## config.mk

```make
export PLATFORM = sky130hd
export DESIGN_NAME = microwave_input_flat
export DESIGN_NICKNAME = d
export VERILOG_FILES = /design/src/rtl/microwave_input_if.sv /design/src/rtl/microwave_input.sv /design/src/flat_wrapper.sv
export SDC_FILE = /design/constraint.sdc
export NUM_CORES = 1
export LEC_CHECK = 0
export BUFFER_PORTS_ARGS = -buffer_cell sky130_fd_sc_hd__buf_2
export CORE_UTILIZATION = 65
export CTS_BUF_LIST = sky130_fd_sc_hd__clkbuf_8
export DETAILED_ROUTE_END_ITERATION = 8
export PLACE_DENSITY = 0.88
export SKIP_CTS_REPAIR_TIMING = 1
export SYNTH_ARGS = -nofsm -noshare
export SYNTH_HDL_FRONTEND = slang
export SYNTH_SLANG_ARGS = --single-unit
```

## constraint.sdc

```tcl
create_clock -name clock -period 5 [get_ports clock]
set_clock_uncertainty 0.1 [all_clocks]
set_input_delay 0.5 -clock clock [delete_from_list [all_inputs] [get_ports clock]]
set_output_delay 0.5 -clock clock [all_outputs]
set_load 0.005 [all_outputs]
```

## src/rtl/microwave_input_if.sv

```systemverilog
// Front-panel bundle between the raw buttons and timer on one side and the
// microwave_input conditioning stage on the other.
interface microwave_input_if;
   logic       btn_start;
   logic       btn_stop;
   logic       btn_pause;
   logic       btn_min;
   logic       btn_sec;
   logic       btn_pwr;
   logic       done;
   logic       start;
   logic       stop;
   logic       pause;
   logic [6:0] min;
   logic [6:0] sec;
   logic [3:0] pwr;
   logic [5:0] d6;

   modport slave (
      input  btn_start, btn_stop, btn_pause, btn_min, btn_sec, btn_pwr, done,
      output start, stop, pause, min, sec, pwr, d6
   );

   modport master (
      output btn_start, btn_stop, btn_pause, btn_min, btn_sec, btn_pwr, done,
      input  start, stop, pause, min, sec, pwr, d6
   );
endinterface

```

## src/rtl/microwave_input.sv

```systemverilog
// Microwave front panel: synchronises and debounces six buttons, issues
// single-cycle start/stop/pause commands and holds cook time and power level.
module microwave_input #(
   parameter int DEBOUNCE_CYCLES = 1000000
) (
   input logic              clock,
   input logic              reset,
   microwave_input_if.slave io
);
   localparam int NB      = 6;
   localparam int CW      = $clog2(DEBOUNCE_CYCLES);
   localparam int B_START = 0;
   localparam int B_STOP  = 1;
   localparam int B_PAUSE = 2;
   localparam int B_MIN   = 3;
   localparam int B_SEC   = 4;
   localparam int B_PWR   = 5;
   localparam logic [CW-1:0] CNT_LAST = CW'(DEBOUNCE_CYCLES - 1);

   logic [NB-1:0] raw_s;
   logic [NB-1:0] sync1_q, sync2_q;
   logic [NB-1:0] deb_q, deb_d;
   logic [NB-1:0] press_q, press_d;
   logic [CW-1:0] cnt_q [NB];
   logic [CW-1:0] cnt_d [NB];
   logic          start_q, start_d;
   logic          stop_q, stop_d;
   logic          pause_q, pause_d;
   logic [6:0]    min_q, min_d;
   logic [6:0]    sec_q, sec_d;
   logic [3:0]    pwr_q, pwr_d;
   logic          zero_time_s;

   assign raw_s = {io.btn_pwr, io.btn_sec, io.btn_min,
                   io.btn_pause, io.btn_stop, io.btn_start};

   // Debounce: a sample matching the accepted state restarts the count.
   always_comb begin
      for (int i = 0; i < NB; i++) begin
         deb_d[i] = deb_q[i];
         cnt_d[i] = cnt_q[i];
         if (sync2_q[i] == deb_q[i]) begin
            cnt_d[i] = {CW{1'b0}};
         end else if (cnt_q[i] == CNT_LAST) begin
            deb_d[i] = sync2_q[i];
            cnt_d[i] = {CW{1'b0}};
         end else begin
            cnt_d[i] = cnt_q[i] + CW'(1'b1);
         end
      end
      press_d = deb_d & ~deb_q;
   end

   assign zero_time_s = (min_q == 7'd0) && (sec_q == 7'd0);

   // Commands and time/power editing from the current press pulses.
   always_comb begin
      stop_d  = press_q[B_STOP];
      pause_d = press_q[B_PAUSE] & ~press_q[B_STOP];
      start_d = press_q[B_START] & ~press_q[B_STOP] & ~press_q[B_PAUSE]
                & ~(io.done & zero_time_s);
      min_d   = min_q;
      sec_d   = sec_q;
      pwr_d   = pwr_q;
      if (io.done) begin
         if (press_q[B_STOP]) begin
            min_d = 7'd0;
            sec_d = 7'd0;
         end else begin
            if (press_q[B_MIN]) begin
               min_d = (min_q == 7'd99) ? 7'd0 : min_q + 7'd1;
            end else begin
               min_d = min_q;
            end
            if (press_q[B_SEC]) begin
               sec_d = (sec_q == 7'd59) ? 7'd0 : sec_q + 7'd1;
            end else begin
               sec_d = sec_q;
            end
         end
      end else begin
         min_d = min_q;
         sec_d = sec_q;
      end
      if (press_q[B_PWR]) begin
         pwr_d = (pwr_q == 4'd9) ? 4'd1 : pwr_q + 4'd1;
      end else begin
         pwr_d = pwr_q;
      end
   end

   // State registers.
   always_ff @(posedge clock or negedge reset) begin
      if (!reset) begin
         sync1_q <= {NB{1'b0}};
         sync2_q <= {NB{1'b0}};
         deb_q   <= {NB{1'b0}};
         press_q <= {NB{1'b0}};
         for (int i = 0; i < NB; i++) begin
            cnt_q[i] <= {CW{1'b0}};
         end
         start_q <= 1'b0;
         stop_q  <= 1'b0;
         pause_q <= 1'b0;
         min_q   <= 7'd0;
         sec_q   <= 7'd0;
         pwr_q   <= 4'd9;
      end else begin
         sync1_q <= raw_s;
         sync2_q <= sync1_q;
         deb_q   <= deb_d;
         press_q <= press_d;
         for (int i = 0; i < NB; i++) begin
            cnt_q[i] <= cnt_d[i];
         end
         start_q <= start_d;
         stop_q  <= stop_d;
         pause_q <= pause_d;
         min_q   <= min_d;
         sec_q   <= sec_d;
         pwr_q   <= pwr_d;
      end
   end

   assign io.start = start_q;
   assign io.stop  = stop_q;
   assign io.pause = pause_q;
   assign io.min   = min_q;
   assign io.sec   = sec_q;
   assign io.pwr   = pwr_q;
   assign io.d6    = {1'b1, pwr_q, 1'b0};
endmodule

```

## src/flat_wrapper.sv

```systemverilog
// flat-port wrapper written by rule: the top's interface ports become plain ports
module microwave_input_flat 
#(
   parameter int DEBOUNCE_CYCLES = 1000000
)
  (clock, reset, io_btn_start, io_btn_stop, io_btn_pause, io_btn_min, io_btn_sec, io_btn_pwr, io_done, io_start, io_stop, io_pause, io_min, io_sec, io_pwr, io_d6);
  microwave_input_if io_i ();
  input logic clock;
  input logic reset;
  input wire logic [$bits(io_i.btn_start)-1:0] io_btn_start;
  input wire logic [$bits(io_i.btn_stop)-1:0] io_btn_stop;
  input wire logic [$bits(io_i.btn_pause)-1:0] io_btn_pause;
  input wire logic [$bits(io_i.btn_min)-1:0] io_btn_min;
  input wire logic [$bits(io_i.btn_sec)-1:0] io_btn_sec;
  input wire logic [$bits(io_i.btn_pwr)-1:0] io_btn_pwr;
  input wire logic [$bits(io_i.done)-1:0] io_done;
  output wire logic [$bits(io_i.start)-1:0] io_start;
  output wire logic [$bits(io_i.stop)-1:0] io_stop;
  output wire logic [$bits(io_i.pause)-1:0] io_pause;
  output wire logic [$bits(io_i.min)-1:0] io_min;
  output wire logic [$bits(io_i.sec)-1:0] io_sec;
  output wire logic [$bits(io_i.pwr)-1:0] io_pwr;
  output wire logic [$bits(io_i.d6)-1:0] io_d6;
  assign io_i.btn_start = io_btn_start;
  assign io_i.btn_stop = io_btn_stop;
  assign io_i.btn_pause = io_btn_pause;
  assign io_i.btn_min = io_btn_min;
  assign io_i.btn_sec = io_btn_sec;
  assign io_i.btn_pwr = io_btn_pwr;
  assign io_i.done = io_done;
  assign io_start = io_i.start;
  assign io_stop = io_i.stop;
  assign io_pause = io_i.pause;
  assign io_min = io_i.min;
  assign io_sec = io_i.sec;
  assign io_pwr = io_i.pwr;
  assign io_d6 = io_i.d6;
  microwave_input #(.DEBOUNCE_CYCLES(DEBOUNCE_CYCLES)) u_core (.clock(clock), .reset(reset), .io(io_i));
endmodule
```

## Word level (Yosys, flattened, before mapping)

Cells that the tools add are included.

| operators by class | value |
|---|---|
| add/subtract/negate cells | 9 |
| equality and inequality tests | 15 |
| muxes and demuxes | 31 |
| bitwise gates (word level) | 10 |
| reduce and logical (&&, ||, !) cells | 7 |

Operators by type and width:

| operator | number |
|---|---|
| 20-bit two-way mux | 12 |
| 20-bit by 1-bit adder with 20-bit output, second input constant | 6 |
| 20-bit equality test, second input constant | 6 |
| 7-bit two-way mux | 6 |
| 7-bit by 1-bit adder with 7-bit output, second input constant | 2 |
| 7-bit zero test | 2 |
| 1-bit two-way mux | 12 |
| 7-bit by 6-bit equality test with 1-bit output, second input constant | 1 |
| 7-bit equality test, second input constant | 1 |
| 6-bit bitwise AND | 1 |
| 1-bit equality test | 6 |
| 6-bit inverter | 1 |
| 1-bit bitwise AND | 5 |
| 4-bit by 1-bit adder with 4-bit output, second input constant | 1 |
| 4-bit equality test, second input constant | 1 |
| 4-bit two-way mux | 1 |
| 2-bit AND reduction | 2 |
| 2-bit nonzero test | 2 |
| 1-bit inverter | 3 |
| 1-bit logical AND | 1 |

| storage, ports and cells | value |
|---|---|
| flip-flop bits (word level) | 165 |
| input bits | 9 |
| output and inout port bits | 27 |

## Logic depth before layout (Yosys ltp)

| depth | value |
|---|---|
| depth after elaboration | 5 |
| mapped depth | 6 |
| mapped depth without buffers | 6 |

## Least setup slack after synthesis

Ideal clock, no wire load.

| timing path | value |
|---|---|
| path kind | flip-flop to flip-flop |
| start | reg u_core.cnt_q[20] (netlist name) |
| end | reg u_core.cnt_q[38] (netlist name) |
| arrival time | 1.903 ns |
| setup slack | 2.924 ns |
| stages on the path, launching flop included | 7 |
| buffers on the path | 1 |
| period minus slack after synthesis | 2.076 ns |
| cell sequence | dfrtp_1 ha_1 nand2_1 or4_1 buf_2 or4_4 a21oi_2 |

RTL lines:

| item | RTL line | source |
|---|---|---|
| start, declared | microwave_input.sv:24 | `logic [CW-1:0] cnt_q [NB];` |
| start signal, assigned by index | microwave_input.sv:100 | `cnt_q[i] <= {CW{1'b0}};` |
| start signal, assigned by index | microwave_input.sv:114 | `cnt_q[i] <= cnt_d[i];` |

==> results_tabular.tex <==
\begin{tabular}{lr}
\hline
Metric & Value \\
\hline
\multicolumn{2}{l}{\textbf{Status}} \\
Run status & finished with violations \\
Failing checks & DRC \\
\multicolumn{2}{l}{\textbf{Place}} \\
GPL Wtd Cong & 0.831 \\
PortBufs & 33 \\
Post-detailed-placement half-perimeter wirelength & 10200 um \\
Placed Instances & 944 \\
Post-placement worst setup slack & 2.47 ns \\
\multicolumn{2}{l}{\textbf{Finish}} \\
Area Overhead vs Synth & 8.64\% \\
Number of nets at the end of the flow & 840 \\
Area of the multi-input gates & 3500 um\^{}2 \\
Footprint of the flip-flops and latches & 4130 um\^{}2 \\
Non-filler instance count after layout & 975 \\
Count of antenna diodes in the layout & 0 \\
Proportion of layout cells with a drive suffix above 1 & 0.111 \\
\# fillers & 794 \\
\multicolumn{2}{l}{\textbf{Global routing}} \\
Largest net degree at the start of global routing & 98 \\
Total global-route track usage & 0.259 \\
Overflow left after global routing & 0 \\
Global-route wire length before repair & 25800 um \\
Via count of the first global-routing pass & 5895 \\
Antenna violations before repair & 0 \\
\multicolumn{2}{l}{\textbf{Synthesis}} \\
Library cells used by synthesis & 47 \\
Proportion of netlist area held by the largest area contributor & 0.520 \\
Post-synth ARST share & 1.00 \\
Gate count of the mapped netlist & 789 \\
Post-Synthesis Net Count & 808 \\
Most common flop cell mapped by yosys & sky130\_fd\_sc\_hd\_\_dfrtp\_1 \\
Library cell with the largest summed area after synthesis & sky130\_fd\_sc\_hd\_\_dfrtp\_1 \\
Count of synthesis-stage warnings from yosys & 0 \\
Most numerous cell types in the synthesized netlist & 163 x sky130\_fd\_sc\_hd\_\_dfrtp\_1, 109 x sky130\_fd\_sc\_hd\_\_nor2\_1, 48 x sky130\_fd\_sc\_hd\_\_nand3\_1, 48 x sky130\_fd\_sc\_hd\_\_xor2\_1, 45 x sky130\_fd\_sc\_hd\_\_nand2\_1 \\
Most instantiated library cell after synthesis & sky130\_fd\_sc\_hd\_\_dfrtp\_1 \\
Main area contributors after synthesis & sky130\_fd\_sc\_hd\_\_dfrtp\_1 52\%, sky130\_fd\_sc\_hd\_\_xor2\_1 5.4\%, sky130\_fd\_sc\_hd\_\_nor2\_1 5.2\%, sky130\_fd\_sc\_hd\_\_xnor2\_1 4.6\%, sky130\_fd\_sc\_hd\_\_nand3\_1 3.1\% \\
Per-instance average area after synthesis & 9.95 um\^{}2 \\
FF+latch count, synth & 165 \\
Register area share after synthesis & 0.526 \\
Number of flops mapped to enable cells by yosys & 0 \\
Cell area after synthesis & 7850 um\^{}2 \\
\multicolumn{2}{l}{\textbf{Timing}} \\
Final setup violation count & 0 \\
Worst Slack Setup Final & 2.53 ns \\
Post-route clock period utilization & 0.494 \\
Final count of pins violating max slew & 0 \\
Final Hold Slack & 0.0246 ns \\
Worst max-slew margin expressed relative to the limit & 0.165 \\
Shortest period the worst path allows & 2.47 ns \\
Fin Setup TNS & 0 ns \\
RSZ-0062 raised after global routing & false \\
Transition time at the pin with the least slew margin & 1.24 ns \\
Highest achievable clock rate & 405 MHz \\
Final Hold Violating Endpoints & 0 \\
\multicolumn{2}{l}{\textbf{Drt}} \\
Antenna Violating Nets Remaining & 0 \\
First-pass iteration count of the detailed router & 7 \\
Final wirelength & 15200 um \\
Residual DRC count & 4 \\
Number of DRC markers in iteration 0 & 566 \\
Via count & 5964 \\
Via-to-Cell Ratio & 6.12 \\
Routed wire length per instance & 15.5 um \\
\multicolumn{2}{l}{\textbf{Clocking}} \\
Number of sinks driven by the clock tree & 165 \\
Register clock-pin slew on the reported worst setup and hold paths & 0.08 ns \\
TritonCTS clock tree & done \\
Number of clock buffers inserted by TritonCTS & 17 \\
Buffer type at the clock tree root & sky130\_fd\_sc\_hd\_\_clkbuf\_8 \\
Clock latency of the later-clocked register in the worst-skew pair & 0.46 ns \\
\# H-tree levels & 4 \\
Bufs on Longest Clock Path & 2 \\
\multicolumn{2}{l}{\textbf{Power}} \\
Power density over cell area & 283 nW/um\^{}2 \\
Leakage power figure & 3.64 nW \\
PnR Total Power & 2.41 mW \\
Worst-case vdd ir drop & 0.168 mV \\
\multicolumn{2}{l}{\textbf{Worst setup path}} \\
Crit. End Element & flop \\
Critical Path AT & 2.67 ns \\
Data required, critical path & 5.19 ns \\
Critical Path Source Type & flop \\
Type of the setup path with the least slack & reg2reg \\
Largest fanout of any net on the critical path & 19 \\
\multicolumn{2}{l}{\textbf{Floorplan}} \\
I/O Pins & 36 \\
Horizontal die dimension & 112 um \\
Cell row count & 39 \\
Die ar. & 12500 um\^{}2 \\
Initial Util & 0.676 \\
Chip height & 112 um \\
Floorplan core area & 11600 um\^{}2 \\
\multicolumn{2}{l}{\textbf{Hold path}} \\
Hold/Removal Path Class & in2async \\
\multicolumn{2}{l}{\textbf{Flow run}} \\
Number of maximum-capacitance violations & 0 \\
\hline
\end{tabular}
-- critical path, cell delays in order, from the launching register on --
cell,delay [ns]
sky130_fd_sc_hd__dfrtp_1,0.40
sky130_fd_sc_hd__and4_1,0.42
sky130_fd_sc_hd__nand2_1,0.20
sky130_fd_sc_hd__o31ai_2,1.05
sky130_fd_sc_hd__nor2_1,0.14
-- cell usage in the layout, fill, tap and decap left out, types with 3 or more instances in the layout --
master                       count
sky130_fd_sc_hd__xnor2_1        41
sky130_fd_sc_hd__o21ai_0        28
sky130_fd_sc_hd__and2_1          7
sky130_fd_sc_hd__mux2_2          6
sky130_fd_sc_hd__clkinvlp_4      3
sky130_fd_sc_hd__nand2_1        45
sky130_fd_sc_hd__and3_1         12
sky130_fd_sc_hd__buf_2          32
sky130_fd_sc_hd__nor3_1         20
sky130_fd_sc_hd__a31o_2          3
sky130_fd_sc_hd__inv_1          29
sky130_fd_sc_hd__nor2_1        109
sky130_fd_sc_hd__and4_1         10
sky130_fd_sc_hd__o31ai_2         4
sky130_fd_sc_hd__a21oi_1        36
sky130_fd_sc_hd__nor3b_1         3
sky130_fd_sc_hd__dfrtp_1       163
sky130_fd_sc_hd__or3_1          19
sky130_fd_sc_hd__buf_4           5
sky130_fd_sc_hd__nand3b_1        4
sky130_fd_sc_hd__nor4b_1         5
sky130_fd_sc_hd__nor4_1         19
sky130_fd_sc_hd__or4_1          17
sky130_fd_sc_hd__nand3_1        48
sky130_fd_sc_hd__nand4_1        32
sky130_fd_sc_hd__nand4b_1        5
sky130_fd_sc_hd__o31ai_1        13
sky130_fd_sc_hd__clkbuf_8       22
sky130_fd_sc_hd__xor2_1         48
sky130_fd_sc_hd__or3_2           3
sky130_fd_sc_hd__ha_1           10
-- cell type report --
type / instances / area share
Tap cell: 143 / 0.0210
Multi-Input combinational cell: 571 / 0.411
Timing Repair Buffer: 38 / 0.0245
Sequential cell: 165 / 0.484
Clock inverter: 8 / 0.0117
Clock buffer: 22 / 0.0355
Inverter: 28 / 0.0123
-- sequential cells by signal, summed over array words and instances, names as in the netlist, 4 cells and up --
signal	flops
u_core.cnt_q	120
u_core.deb_q	6
u_core.io.min	7
u_core.io.pwr	4
u_core.io.sec	7
u_core.press_q	6
u_core.sync1_q	6
u_core.sync2_q	6
-- path summary, 6_finish.rpt --
| kind | end | slack, ns | cells after the start | startpoint |
|---|---|---|---|---|
| max in group asynchronous | u_core.cnt_q[42]$_DFF_PN0_ | 3.79 | 2 | reset |
| hold / removal | u_core.cnt_q[117]$_DFF_PN0_ | 0.02 | 1 | reset |
| setup / recovery | u_core.cnt_q[44]$_DFF_PN0_ | 2.53 | 4 | u_core.cnt_q[44]$_DFF_PN0_ |
| min in group clock | u_core.sync1_q[3]$_DFF_PN0_ | 0.03 | 1 | io_btn_min |
| hold reg to reg | u_core.sync2_q[3]$_DFF_PN0_ | 0.26 | 0 | u_core.sync1_q[3]$_DFF_PN0_ |
| setup reg to reg | u_core.cnt_q[44]$_DFF_PN0_ | 2.53 | 4 | u_core.cnt_q[44]$_DFF_PN0_ |
-- routing by layer --
metal | vias up | wire length, um | global-route usage
met4 | 0 | 372 | 0.119
met5 | - | 0 | 0
met2 | 201 | 7570 | 0.436
li1 | 2845 | - | -
met3 | 51 | 733 | 0.0582
met1 | 2867 | 6490 | 0.320
-- cells by family after synthesis --
family | Yosys count | synth area share
adders and majority gates | 10 | 0.0159
muxes | 8 | 0.0112
other | 2 | 0.000957
and+or+nand+nor | 372 | 0.250
AOI/OAI and AO/OA | 90 | 0.0674
xor gates and xnor gates | 89 | 0.0993
buffers and inverters | 53 | 0.0290
DFF | 165 | 0.526
-- through the flow --
stage | area, um^2 | utilization
6_report | 8530 | 0.734
5_1_grt | 8530 | 0.734
4_1_cts | 8520 | 0.734
3_5_place_dp | 8120 | 0.699
3_3_place_gp | 8120 | 0.699
2_1_floorplan | 7850 | -
-- where the power goes --
group	internal (mW)	switching, mW	total [mW]
Sequential	1.35	0.0166	1.37
Clock	0.503	0.468	0.970
Combinational	0.0208	0.0561	0.0769
(Power assumes the default switching activity.)
